`config.mk`:
```
export PLATFORM = sky130hd
export DESIGN_NAME = scoreboard_display_flat
export DESIGN_NICKNAME = d
export VERILOG_FILES = /design/src/rtl/scoreboard_display_if.sv /design/src/rtl/scoreboard_display.sv /design/src/flat_wrapper.sv
export SDC_FILE = /design/constraint.sdc
export NUM_CORES = 1
export LEC_CHECK = 0
export ABC_AREA = 1
export BUFFER_PORTS_ARGS = -buffer_cell sky130_fd_sc_hd__buf_4
export CAP_MARGIN = 20
export CORE_UTILIZATION = 55
export CTS_BUF_LIST = sky130_fd_sc_hd__clkbuf_8
export CTS_CLUSTER_SIZE = 12
export DETAILED_ROUTE_END_ITERATION = 12
export PLACE_DENSITY = 0.68
export SETUP_SLACK_MARGIN = 0.05
export SLEW_MARGIN = 20
export SYNTH_ARGS = -nofsm -noshare
export SYNTH_HDL_FRONTEND = slang
export SYNTH_SLANG_ARGS = --single-unit
```
`constraint.sdc`:
```
create_clock -name clk -period 10.58 [get_ports clk]
set_input_delay 1.587 -clock clk [delete_from_list [all_inputs] [get_ports clk]]
set_output_delay 1.587 -clock clk [all_outputs]
set_load 0.02 [all_outputs]
```
`src/rtl/scoreboard_display_if.sv`:
```
// Bus between the scoreboard RAM reader, the leaderboard stage
// and the seven-segment display pins.
interface scoreboard_display_if;
  logic [1:0]  game_state;
  logic [31:0] sb_data;
  logic        sb_parity;
  logic [6:0]  seg;
  logic [3:0]  an;
  logic [3:0]  rank_led;
  logic        field_sel;
  logic [2:0]  entry_count;

  modport master (
    output game_state, sb_data, sb_parity,
    input  seg, an, rank_led, field_sel,
    input  entry_count
  );

  modport slave (
    input  game_state, sb_data, sb_parity,
    output seg, an, rank_led, field_sel,
    output entry_count
  );
endinterface

```
`src/rtl/scoreboard_display.sv`:
```
// Top-4 leaderboard capture, ranking and multiplexed
// seven-segment display of userid / score per rank.
module scoreboard_display #(
  parameter logic [15:0] DIGIT_DIV = 16'd50000,
  parameter logic [31:0] DWELL     = 32'd50_000_000
) (
  input logic                 clk,
  input logic                 rst,
  scoreboard_display_if.slave sb
);

  localparam logic [1:0] ST_BLANK = 2'd0;
  localparam logic [1:0] ST_ID    = 2'd1;
  localparam logic [1:0] ST_SC    = 2'd2;

  logic             r_par_q;
  logic [1:0]       r_gs_q;
  logic             r_in_vld;
  logic [31:0]      r_in_data;
  logic [3:0][31:0] r_tbl;
  logic [2:0]       r_cnt;
  logic [1:0]       r_st;
  logic [1:0]       r_rank;
  logic [31:0]      r_dwell;
  logic [15:0]      r_ref;
  logic [1:0]       r_dig;
  logic [6:0]       r_seg;
  logic [3:0]       r_an;
  logic [3:0]       r_rled;
  logic             r_fsel;

  logic             w_new;
  logic             w_clr;
  logic [2:0]       w_pos;
  logic [3:0][31:0] w_tbl_nx;
  logic [2:0]       w_cnt_nx;
  logic [1:0]       w_st_nx;
  logic [1:0]       w_rank_nx;
  logic [31:0]      w_dwell_nx;
  logic             w_dw_end;
  logic [2:0]       w_rank_inc;
  logic [15:0]      w_ref_nx;
  logic [1:0]       w_dig_nx;
  logic [15:0]      w_field;
  logic [3:0]       w_nib;

  function automatic logic [6:0] f_hex(input logic [3:0] n);
    case (n)
      4'h0: f_hex = 7'b1000000;
      4'h1: f_hex = 7'b1111001;
      4'h2: f_hex = 7'b0100100;
      4'h3: f_hex = 7'b0110000;
      4'h4: f_hex = 7'b0011001;
      4'h5: f_hex = 7'b0010010;
      4'h6: f_hex = 7'b0000010;
      4'h7: f_hex = 7'b1111000;
      4'h8: f_hex = 7'b0000000;
      4'h9: f_hex = 7'b0010000;
      4'hA: f_hex = 7'b0001000;
      4'hB: f_hex = 7'b0000011;
      4'hC: f_hex = 7'b1000110;
      4'hD: f_hex = 7'b0100001;
      4'hE: f_hex = 7'b0000110;
      default: f_hex = 7'b0001110;
    endcase
  endfunction

  assign w_new = sb.sb_parity != r_par_q;
  assign w_clr = (sb.game_state == 2'b10)
              && (r_gs_q != 2'b10);

  // Ties rank below existing entries, so count >= not >
  always_comb begin
    w_pos = '0;
    for (int i = 0; i < 4; i++) begin
      if (3'(i) < r_cnt &&
          r_tbl[i][15:0] >= r_in_data[15:0])
        w_pos = w_pos + 3'd1;
    end
  end

  always_comb begin
    w_tbl_nx = r_tbl;
    for (int i = 1; i < 4; i++) begin
      if (3'(i) > w_pos)
        w_tbl_nx[i] = r_tbl[2'(i - 1)];
    end
    for (int i = 0; i < 4; i++) begin
      if (3'(i) == w_pos)
        w_tbl_nx[i] = r_in_data;
    end
  end

  assign w_cnt_nx = (w_pos != 3'd4 && r_cnt != 3'd4)
                  ? r_cnt + 3'd1 : r_cnt;

  assign w_dw_end   = r_dwell == DWELL - 32'd1;
  assign w_rank_inc = {1'b0, r_rank} + 3'd1;

  always_comb begin
    w_st_nx    = r_st;
    w_rank_nx  = r_rank;
    w_dwell_nx = r_dwell;
    if (w_clr) begin
      w_st_nx    = ST_BLANK;
      w_rank_nx  = '0;
      w_dwell_nx = '0;
    end else begin
      unique case (1'b1)
        (r_st == ST_BLANK): begin
          if (r_cnt != 3'd0) begin
            w_st_nx    = ST_ID;
            w_rank_nx  = '0;
            w_dwell_nx = '0;
          end
        end
        (r_st == ST_ID): begin
          w_dwell_nx = w_dw_end ? '0 : r_dwell + 32'd1;
          if (w_dw_end)
            w_st_nx = ST_SC;
        end
        (r_st == ST_SC): begin
          w_dwell_nx = w_dw_end ? '0 : r_dwell + 32'd1;
          if (w_dw_end) begin
            w_st_nx   = ST_ID;
            w_rank_nx = (w_rank_inc >= r_cnt)
                      ? 2'd0 : w_rank_inc[1:0];
          end
        end
        default: begin
          w_st_nx    = ST_BLANK;
          w_rank_nx  = '0;
          w_dwell_nx = '0;
        end
      endcase
    end
  end

  assign w_ref_nx = (r_ref == DIGIT_DIV - 16'd1)
                  ? '0 : r_ref + 16'd1;
  assign w_dig_nx = (r_ref == DIGIT_DIV - 16'd1)
                  ? r_dig + 2'd1 : r_dig;

  // Outputs register from next-state values so seg/an
  // and the rank indicator change on the same edge.
  assign w_field = (w_st_nx == ST_SC)
                 ? r_tbl[w_rank_nx][15:0]
                 : r_tbl[w_rank_nx][31:16];
  assign w_nib   = w_field[{w_dig_nx, 2'b00} +: 4];

  always_ff @(posedge clk) begin
    if (!rst) begin
      r_par_q   <= 1'b0;
      r_gs_q    <= '0;
      r_in_vld  <= 1'b0;
      r_in_data <= '0;
      r_tbl     <= '0;
      r_cnt     <= '0;
      r_st      <= ST_BLANK;
      r_rank    <= '0;
      r_dwell   <= '0;
      r_ref     <= '0;
      r_dig     <= '0;
      r_seg     <= 7'h7F;
      r_an      <= 4'hF;
      r_rled    <= '0;
      r_fsel    <= 1'b0;
    end else begin
      r_par_q   <= sb.sb_parity;
      r_gs_q    <= sb.game_state;
      r_in_vld  <= w_new && !w_clr
                && (sb.sb_data[31:16] != 16'h0000);
      r_in_data <= sb.sb_data;
      if (w_clr) begin
        r_tbl <= '0;
        r_cnt <= '0;
      end else if (r_in_vld) begin
        r_tbl <= w_tbl_nx;
        r_cnt <= w_cnt_nx;
      end
      r_st    <= w_st_nx;
      r_rank  <= w_rank_nx;
      r_dwell <= w_dwell_nx;
      r_ref   <= w_ref_nx;
      r_dig   <= w_dig_nx;
      if (w_st_nx == ST_BLANK) begin
        r_seg  <= 7'h7F;
        r_an   <= 4'hF;
        r_rled <= '0;
        r_fsel <= 1'b0;
      end else begin
        r_seg  <= f_hex(w_nib);
        r_an   <= ~(4'b0001 << w_dig_nx);
        r_rled <= 4'b0001 << w_rank_nx;
        r_fsel <= w_st_nx == ST_SC;
      end
    end
  end

  assign sb.seg         = r_seg;
  assign sb.an          = r_an;
  assign sb.rank_led    = r_rled;
  assign sb.field_sel   = r_fsel;
  assign sb.entry_count = r_cnt;

endmodule
```
`src/flat_wrapper.sv`:
```
// flat-port wrapper written by rule: the top's interface ports become plain ports
module scoreboard_display_flat 
#(
  parameter logic [15:0] DIGIT_DIV = 16'd50000,
  parameter logic [31:0] DWELL     = 32'd50_000_000
)
  (clk, rst, sb_game_state, sb_sb_data, sb_sb_parity, sb_seg, sb_an, sb_rank_led, sb_field_sel, sb_entry_count);
  scoreboard_display_if sb_i ();
  input logic clk;
  input logic rst;
  input wire logic [$bits(sb_i.game_state)-1:0] sb_game_state;
  input wire logic [$bits(sb_i.sb_data)-1:0] sb_sb_data;
  input wire logic [$bits(sb_i.sb_parity)-1:0] sb_sb_parity;
  output wire logic [$bits(sb_i.seg)-1:0] sb_seg;
  output wire logic [$bits(sb_i.an)-1:0] sb_an;
  output wire logic [$bits(sb_i.rank_led)-1:0] sb_rank_led;
  output wire logic [$bits(sb_i.field_sel)-1:0] sb_field_sel;
  output wire logic [$bits(sb_i.entry_count)-1:0] sb_entry_count;
  assign sb_i.game_state = sb_game_state;
  assign sb_i.sb_data = sb_sb_data;
  assign sb_i.sb_parity = sb_sb_parity;
  assign sb_seg = sb_i.seg;
  assign sb_an = sb_i.an;
  assign sb_rank_led = sb_i.rank_led;
  assign sb_field_sel = sb_i.field_sel;
  assign sb_entry_count = sb_i.entry_count;
  scoreboard_display #(.DIGIT_DIV(DIGIT_DIV), .DWELL(DWELL)) u_core (.clk(clk), .rst(rst), .sb(sb_i));
endmodule
```
==> impl_summary.md, run 1 <==
Routing
The wire length on met1 is between 15000 and 20000 um. After detailed routing, the met2 layer carries 17700 um of wire. The met3 layer wire length in the routed design is 3200 um.

The first detailed-routing pass ran for 7 iterations. The routed wire length is 39100 um. The post-detailed-route wirelength per cell is ~16 um. The number of vias per cell is 5.41. The highest layer touched by signal routing is met4. The detailed router placed 13026 vias in this run.

The violation count after the first detailed-route iteration is 1115. The number of remaining DRC errors is 0. The detail route stage leaves a number of antenna-violating nets equal to 0.

Floorplan
The area of the core region is between 0.02 and 0.025 mm^2. The row count is 56. The initial core utilization is a little under three fifths. The full die area is approximately 0.025 mm^2.

The die height is 158 um. The die is ~160 um wide. 56 I/O pins were placed.

Placement
The count of buffers inserted at the top-level ports is 55. The final RePlAce weighted congestion is 0.909. The placed cell area is 0.0140 mm^2. Detailed placement finished with a half-perimeter wire length of 25500 um.

Clocking
The number of clock sinks is 237. The later-pin clock latency in the skew report is 540 ps. After clock tree synthesis, the flow added hold-fix buffers numbering 0. In this run, CTS created clock tree buffers numbering just over 40. The count of cells resized by post-cts repair is 0. The root buffer cell is sky130_fd_sc_hd__clkbuf_8.

The H-tree was split into 2 levels. The clock transition time at the flip-flop clock pins of the worst setup and hold paths is around 50 ps. The worst-case clock buffer depth is 3.

After clock tree synthesis, the setup repair step added 0 buffers. The TritonCTS clock tree is done.

Yosys
The mapped cell area is between 0.01 and 0.015 mm^2. A synthesized cell averages 6.59 um^2. The synthesized instance count is 2041. When the netlist entered floorplanning its net count stood at 2163. Sequential elements use 35.3% of the synthesized area.

The number of distinct library cell variants in the gate-level netlist after synthesis is between 40 and 50. The flop and latch count out of synthesis is roughly 240. During synthesis, Yosys emitted a total of 0 warnings.

Cells and area
The most common cell after layout, fill and taps aside is sky130_fd_sc_hd__nand2_1. The post-route netlist has 8.71% of its cells at a drive strength greater than 1. At the end of the flow, the number of nets in the layout was 2185. The post-route cell area is 0.0148 mm^2. The synthesis-to-layout area growth is 10.2%.

In the layout the commonest cells are 609 x sky130_fd_sc_hd__nand2_1, 296 x sky130_fd_sc_hd__inv_1, 237 x sky130_fd_sc_hd__dfxtp_1. 0 antenna diodes ended up in the layout.

Timing
Setup repair after global routing left no endpoint under its margin. The normalized max-slew margin is 28.5%. The final number of setup-violating endpoints is 0. The achievable clock frequency is approximately 190 MHz.

The setup skew after layout is between 15 and 20 ps. For the pin with the worst max-slew slack, the measured transition is 1070 ps. The count of final hold-check violations is 0. Summed over all failing endpoints, the final setup total negative slack is 0 ps. The fraction of the cycle the final worst path needs is roughly half. The final-report max-slew violation count is 0.

The final period demand of the worst path is approximately 5200 ps.

Global routing
The wire length of the first global-routing pass is roughly 62000 um. Entering global routing, the biggest net connects 70 pins. The number of antenna violations at the first check in global routing is 0. The via count of the first global-routing pass came to 11878. The overall fraction of global-route tracks in use is 31.7%. The final global-route overflow total is 0.

Critical path
STA classifies the critical path startpoint as a flip-flop. The number of cell instances on the worst register-to-register path is 27. The type of the worst setup path is reg2reg. The cell depth of the worst setup path is 27. The highest net fanout along the worst path is 36. At the worst endpoint, the required time is 11000 ps. For this run, the slowest stage of the critical path takes 880 ps. The largest individual stage delay along the critical path comes from the cell sky130_fd_sc_hd__o21ai_4. By instance count, the cell type seen most on the critical path is sky130_fd_sc_hd__nand2_1.

The total buffers and inverters traversed by the critical path is 6. The data arrival at the endpoint of the critical path is approximately 5600 ps. The cell family contributing the most delay on the critical path is compound AO/OA/AOI/OAI gates. The worst setup path is captured at a flip-flop.

Worst hold path
In this run the worst hold path is classified as reg2reg. Counting instances, the worst hold path has a depth of 1.

Power and ir drop
Summed over all cells, the static leakage comes to 7.00 nW. VDD sags by at most approximately 0.000093 V. Dividing total power by cell area gives a power density of 140 mW/mm^2.

Status
The run finished with clean final reports.

Flow run
Across the run, the number of max-cap violations was 0.
==> through the flow <==
stage                     worst slack (ps)  power, mW  hold slack, ps  instances  util [%]
after floorplan                       6830       1.14             418       2041         -
after global placement                5540       1.23             432       2339      58.8
after detailed placement              5460       1.23             441       2339      58.8
after CTS                             5430       2.09             454       2408      62.3
after global routing                  4820       2.17             465       2408      62.4
final                                 5360       2.08             449       2408      62.4
==> worst paths after layout <==
| kind | startpoint | end | slack, ps |
|---|---|---|---|
| worst max-delay path | u_core.r_in_data[1] | u_core.r_tbl[69] | 5360 |
| worst min-delay path | u_core.r_ref[0] | u_core.r_ref[0] | 450 |
| worst max register to register | u_core.r_in_data[1] | u_core.r_tbl[69] | 5360 |
| worst min register to register | u_core.r_ref[0] | u_core.r_ref[0] | 450 |
==> per-layer routing <==
metal,global-route usage (%),up-vias
met5,0,-
met1,40.5,5921
met4,12.6,0
met3,6.42,91
met2,52.0,470
li1,-,6544
==> kinds of logic after synthesis <==
kind of cell | after synthesis | share of synthesized area, %
XOR/XNOR | 13 | 0.847
flip-flops | 237 | 35.3
buffers and inverters | 394 | 11.6
AO/OA/AOI/OAI | 310 | 12.1
AND/OR/NAND/NOR | 1002 | 32.3
adder cells (fa/ha/maj) | 85 | 7.91
==> where the power goes <==
group          total, mW  switching, mW  internal, mW
combinational      0.252          0.168        0.0842
clock              0.863          0.376         0.487
sequential         0.963         0.0305         0.932
total               2.08          0.575          1.50
==> worst register-to-register path: stages (launching register included) <==
cell and delay (ps):
sky130_fd_sc_hd__dfxtp_1 340, sky130_fd_sc_hd__inv_1 130, sky130_fd_sc_hd__ha_1 290, sky130_fd_sc_hd__a21boi_0 120, sky130_fd_sc_hd__o21a_1 170, sky130_fd_sc_hd__o21a_1 160, sky130_fd_sc_hd__o21a_1 160, sky130_fd_sc_hd__o21ai_0 140
sky130_fd_sc_hd__nand2_1 100, sky130_fd_sc_hd__nand3_1 70, sky130_fd_sc_hd__nand2_1 80, sky130_fd_sc_hd__a21oi_1 190, sky130_fd_sc_hd__o21ai_0 190, sky130_fd_sc_hd__nand2_1 130, sky130_fd_sc_hd__ha_1 260, sky130_fd_sc_hd__inv_1 60
sky130_fd_sc_hd__nand2_1 70, sky130_fd_sc_hd__nand2_1 110, sky130_fd_sc_hd__inv_1 50, sky130_fd_sc_hd__ha_1 270, sky130_fd_sc_hd__nand2_1 50, sky130_fd_sc_hd__nand2_1 70, sky130_fd_sc_hd__buf_4 490, sky130_fd_sc_hd__inv_1 220
sky130_fd_sc_hd__o21ai_4 880, sky130_fd_sc_hd__a21oi_1 170, sky130_fd_sc_hd__nand2_1 110, sky130_fd_sc_hd__inv_1 40
==> registers in the layout, indices dropped and copies added, names as in the netlist <==
| name | count |
|---|---|
| u_core.r_in_data | 32 |
| u_core.r_gs_q | 2 |
| u_core.r_ref | 16 |
| u_core.r_st | 2 |
| u_core.r_tbl | 128 |
| u_core.r_par_q | 1 |
| u_core.sb.an | 4 |
| u_core.sb.rank_led | 4 |
| u_core.sb.seg | 7 |
| u_core.r_dwell | 32 |
| u_core.r_rank | 2 |
| u_core.sb.field_sel | 1 |
| u_core.r_dig | 2 |
| u_core.r_in_vld | 1 |
| u_core.sb.entry_count | 3 |
==> layout make-up <==
type / instances / area [um^2]
Timing Repair Buffer: 68 / 510
Clock buffer: 52 / 716
Clock inverter: 17 / 120
Tap cell: 319 / 399
Sequential cell: 237 / 4740
Fill cell: 2255 / 8940
Inverter: 305 / 1140
Multi-Input combinational cell: 1410 / 7180
==> Yosys cell counts, drive strengths merged <==
library cell	count	area, um^2
nor3	25	135
xnor2	3	26.3
a21oi	186	935
a221oi	2	17.5
o21bai	3	22.5
ha	85	1060
dfxtp	237	4740
nor4	7	50.1
xor2	10	87.6
clkbuf	55	206
o21a	3	22.5
a31oi	1	6.26
nand4	43	269
clkinv	2	7.51
o31ai	2	15.0
inv	303	1140
buf	34	209
a21o	3	22.5
o211ai	4	30.0
o21ai	99	499
nand3b	11	82.6
nor2	123	512
a41oi	1	8.76
nor3b	4	35.0
nand3	166	871
a211oi	3	22.5
and2	1	6.26
a21boi	3	22.5
nand2	619	2360
or2	3	18.8
(Power assumes the default switching activity.)
==> inputs of run 2 (changes only) <==
PLACE_DENSITY = 0.71   (was 0.68)
clock period = 4.7 ns   (was 10.58 ns; I/O delays follow)
==> run 2 against run 1 <==
  * Design area up 4.2%
  * Highest routed layer unchanged
  * Hold slack worse by 120 ps
  * Register-to-register slack worse by 5100 ps
  * Wire length up 2.4%
  * Final cell count grew 1.6%
  * Die area is the same
  * Critical endpoint is now u_core.r_tbl[70]
  * Via count increased by 1.5%
  * Count of clock-buffer cells in the layout up 1
  * First-iteration DRC count is 3.3% lower
==> impl_summary.md, run 2 (synthesis results as in run 1) <==
Status
The flow ran to the end, and the final reports show no timing, DRC or antenna violations.

Routing
The number of iterations in the first detailed-routing pass came to 6 (-1). The number of vias per cell is 5.41 (about the same). The top routing layer in use is met4. The wire length on met1 is 17000 um (+0.72%).

The met3 layer wire length in the routed design is 3590 um (+12%). The vias after detailed routing came to 13227 (+1.5%). The number of remaining DRC errors is 0 (unchanged). The detailed-routed wire length on met2 is 17700 um (about the same). The post-detailed-route wirelength per cell was 16.4 um (+0.76%). The routed wire length is 40000 um (+2.4%). The post-route antenna net violation count is 0 (unchanged). The violation count after the first detailed-route iteration was 1078 (-3.3%).

Critical path
The kind of end point of the critical path is a flip-flop. The data required time of the worst path is 5140 ps (-5860 ps). The capturing element of the worst setup path is u_core.r_tbl[70]. The total buffers and inverters traversed by the critical path came to 7 (+1). The critical path is of the reg2reg type. The cell type of the slowest stage on the worst timing path is sky130_fd_sc_hd__o21ai_4.

The end of the worst register-to-register path is u_core.r_tbl[70]. The family of cells with the greatest summed delay on the critical path is compound AO/OA/AOI/OAI gates. The number of cell instances on the worst register-to-register path is 29 (+7.4%). The data arrival at the endpoint of the critical path is 4860 ps (-780 ps). The startpoint of the worst-slack reg-to-reg timing path is u_core.r_in_data[0]. The highest net fanout along the worst path is 7 (-81%). The delay of the slowest cell on the worst path is 350 ps (-530 ps). The internal reg-to-reg setup slack is 290 ps (-5080 ps). The most repeated library cell on the critical path is sky130_fd_sc_hd__inv_1.

The cell depth of the worst setup path was 29 (+7.4%). The most critical setup path has its startpoint at u_core.r_in_data[0]. The worst setup path is launched from a flip-flop.

Global routing
The number of antenna violations at the first check in global routing came to 0 (unchanged). The final global-route overflow total is 0 (unchanged). The overall fraction of global-route tracks in use came to 31.8% (+0.11 points). The wire length of the first global-routing pass is 62300 um (+1.1%).

The maximum number of pins on one net before global-route repair is 69 (-1.4%). The via count of the first global-routing pass is 12105 (+1.9%).

Clocking
The later-pin clock latency in the skew report was 550 ps (about the same). The number of hold buffers added after cts was 0 (unchanged). The clock transition time at the flip-flop clock pins of the worst setup and hold paths is 70 ps (+20 ps). The tree is rooted in a sky130_fd_sc_hd__clkbuf_8. The maximum level of the CTS H-tree was 2 (unchanged).

TritonCTS built the clock tree. The total CTS buffers was 42 (+2.4%). The number of clock sinks is 237 (unchanged). The worst-case clock buffer depth is 3 (unchanged).

Cells and area
The flip-flop count of the largest register, all copies and words added is 128 (unchanged). The library cells used most frequently in the layout, excluding fill and tap cells, are 603 x sky130_fd_sc_hd__nand2_1, 292 x sky130_fd_sc_hd__inv_1, 236 x sky130_fd_sc_hd__dfxtp_1. The share of cells above drive strength 1 came to 11.2% (+2.5 points).

The register with the most flip-flops is u_core.r_tbl. The core occupancy in the finished layout is 65.0% (+2.6 points). The number of fill cells in the layout is 2201 (-2.4%). The final net count is 2217 (+1.5%). The number of diodes added for antenna fixing is 0 (unchanged).

The largest registers in the layout are u_core.r_tbl (128), u_core.r_dwell (32), u_core.r_in_data (32). The most common cell after layout, fill and taps aside is sky130_fd_sc_hd__nand2_1. The area growth from synthesis to layout is 14.8%.

Floorplan
The row count came to 56 (unchanged). The initial core utilization is 56.6% (unchanged). The area of the core region is 0.0238 mm^2 (unchanged). The width of the chip is 158 um (unchanged).

The die height is 158 um (unchanged). The total I/O pin count came to 56 (unchanged). The full die area was 0.0251 mm^2 (unchanged).

Power and ir drop
The clock group share of total power is 43.3% (+1.8 points). The power per standard cell area came to 319 mW/mm^2 (+130%). The switching share of power was 27.5% (-0.13 points). The maximum VDD drop is 0.000225 V (+140%).

The internal power of the cells is 3.57 mW (+140%). The reported net switching power is 1.36 mW (+140%). The total leakage power is 7.28 nW (+4.0%).

The power after layout is 4.92 mW (+140%). The sequential cell fraction of total power is 44.0% (-2.3 points). The power share of the combinational group is 12.7% (+0.6 points).

Flow run
The max-cap check violation count is 0 (unchanged).

Timing
The actual slew at the worst max-slew pin was 897 ps (-171 ps). The count of final hold-check violations came to 0 (unchanged). Setup repair after global routing left no endpoint under its margin. The normalized max-slew margin is 40.2% (+12 points). The post-route setup TNS was 0 ps (unchanged). The final number of setup-violating endpoints is 0 (unchanged).

The setup skew after layout was 12.0 ps (-7.94 ps). The final-report max-slew violation count was 0 (unchanged). The worst setup slack after layout is 286 ps (-5080 ps). The fraction of the cycle the final worst path needs is 93.9% (+45 points). The achievable clock frequency came to 227 MHz (+18%). The final-layout worst hold slack was 331 ps (-118 ps). The final period demand of the worst path came to 4410 ps (-805 ps).

Placement
The pre-CTS setup slack is -580 ps (-6040 ps). The post-DP HPWL is 26100 um (+2.4%). The count of buffers inserted at the top-level ports is 55 (unchanged). The final RePlAce weighted congestion is 0.912 (+0.33%).

Worst hold path
The min-delay analysis places its worst path in the category in2reg.
[run 2: what timing repair did]
item                       in CTS  in global routing
resized for setup              11                 26
gates cloned                    0                  4
setup endpoints to repair     131                129
buffers inserted                0                  1
pin swaps                       1                  8
[run 2: area by class of cell]
type	instances	area (um^2)	area share, %
multi-input combinational	1410	7230	46.9
timing repair buffer	99	955	6.19
tap	319	399	2.59
inverter	305	1150	7.46
sequential	237	4750	30.8
clock buffer	53	729	4.73
clock inverter	24	218	1.41
[run 2: power groups by stage]
stage,clock network (mW),logic (mW),registers (mW)
global route,2.25,0.697,2.17
global placement,0,0.570,2.21
CTS,2.16,0.589,2.16
finish,2.13,0.624,2.17
detailed placement,0,0.580,2.21
floorplan,0,0.385,2.19
[run 2: per-layer routing]
layer  global-route usage [%]  vias up
met5                        0        -
met4                     14.2        0
met3                     5.06      121
met2                     51.4      576
met1                     41.6     5909
li1                         -     6621
[run 2: how the worst min path moves through the flow]
| stage | slack [ps] | endpoint | cells after the start | start |
|---|---|---|---|---|
| 3_5_place_dp | 450 | u_core.r_tbl[29] | 2 | u_core.r_tbl[29] |
| 6_report | 330 | u_core.r_in_data[11] | 3 | sb_sb_data[11] |
| 3_3_place_gp | 430 | u_core.r_ref[0] | 1 | u_core.r_ref[0] |
| 2_1_floorplan | 420 | u_core.r_ref[0] | 1 | u_core.r_ref[0] |
| 5_1_grt | 330 | u_core.r_in_data[20] | 3 | sb_sb_data[20] |
| 4_1_cts | 310 | u_core.r_in_data[11] | 3 | sb_sb_data[11] |
[run 2: per-stage QoR]
step / instances / cell area (um^2)
floorplan: 2041 / 13400
global placement: 2365 / 14300
detailed placement: 2365 / 14300
CTS: 2442 / 15200
global route: 2447 / 15400
finish: 2447 / 15400
[run 2: worst min-delay path, cell delays in order]
cell and delay, ps:
sky130_fd_sc_hd__buf_4 70, sky130_fd_sc_hd__nand2_1 40, sky130_fd_sc_hd__inv_1 40
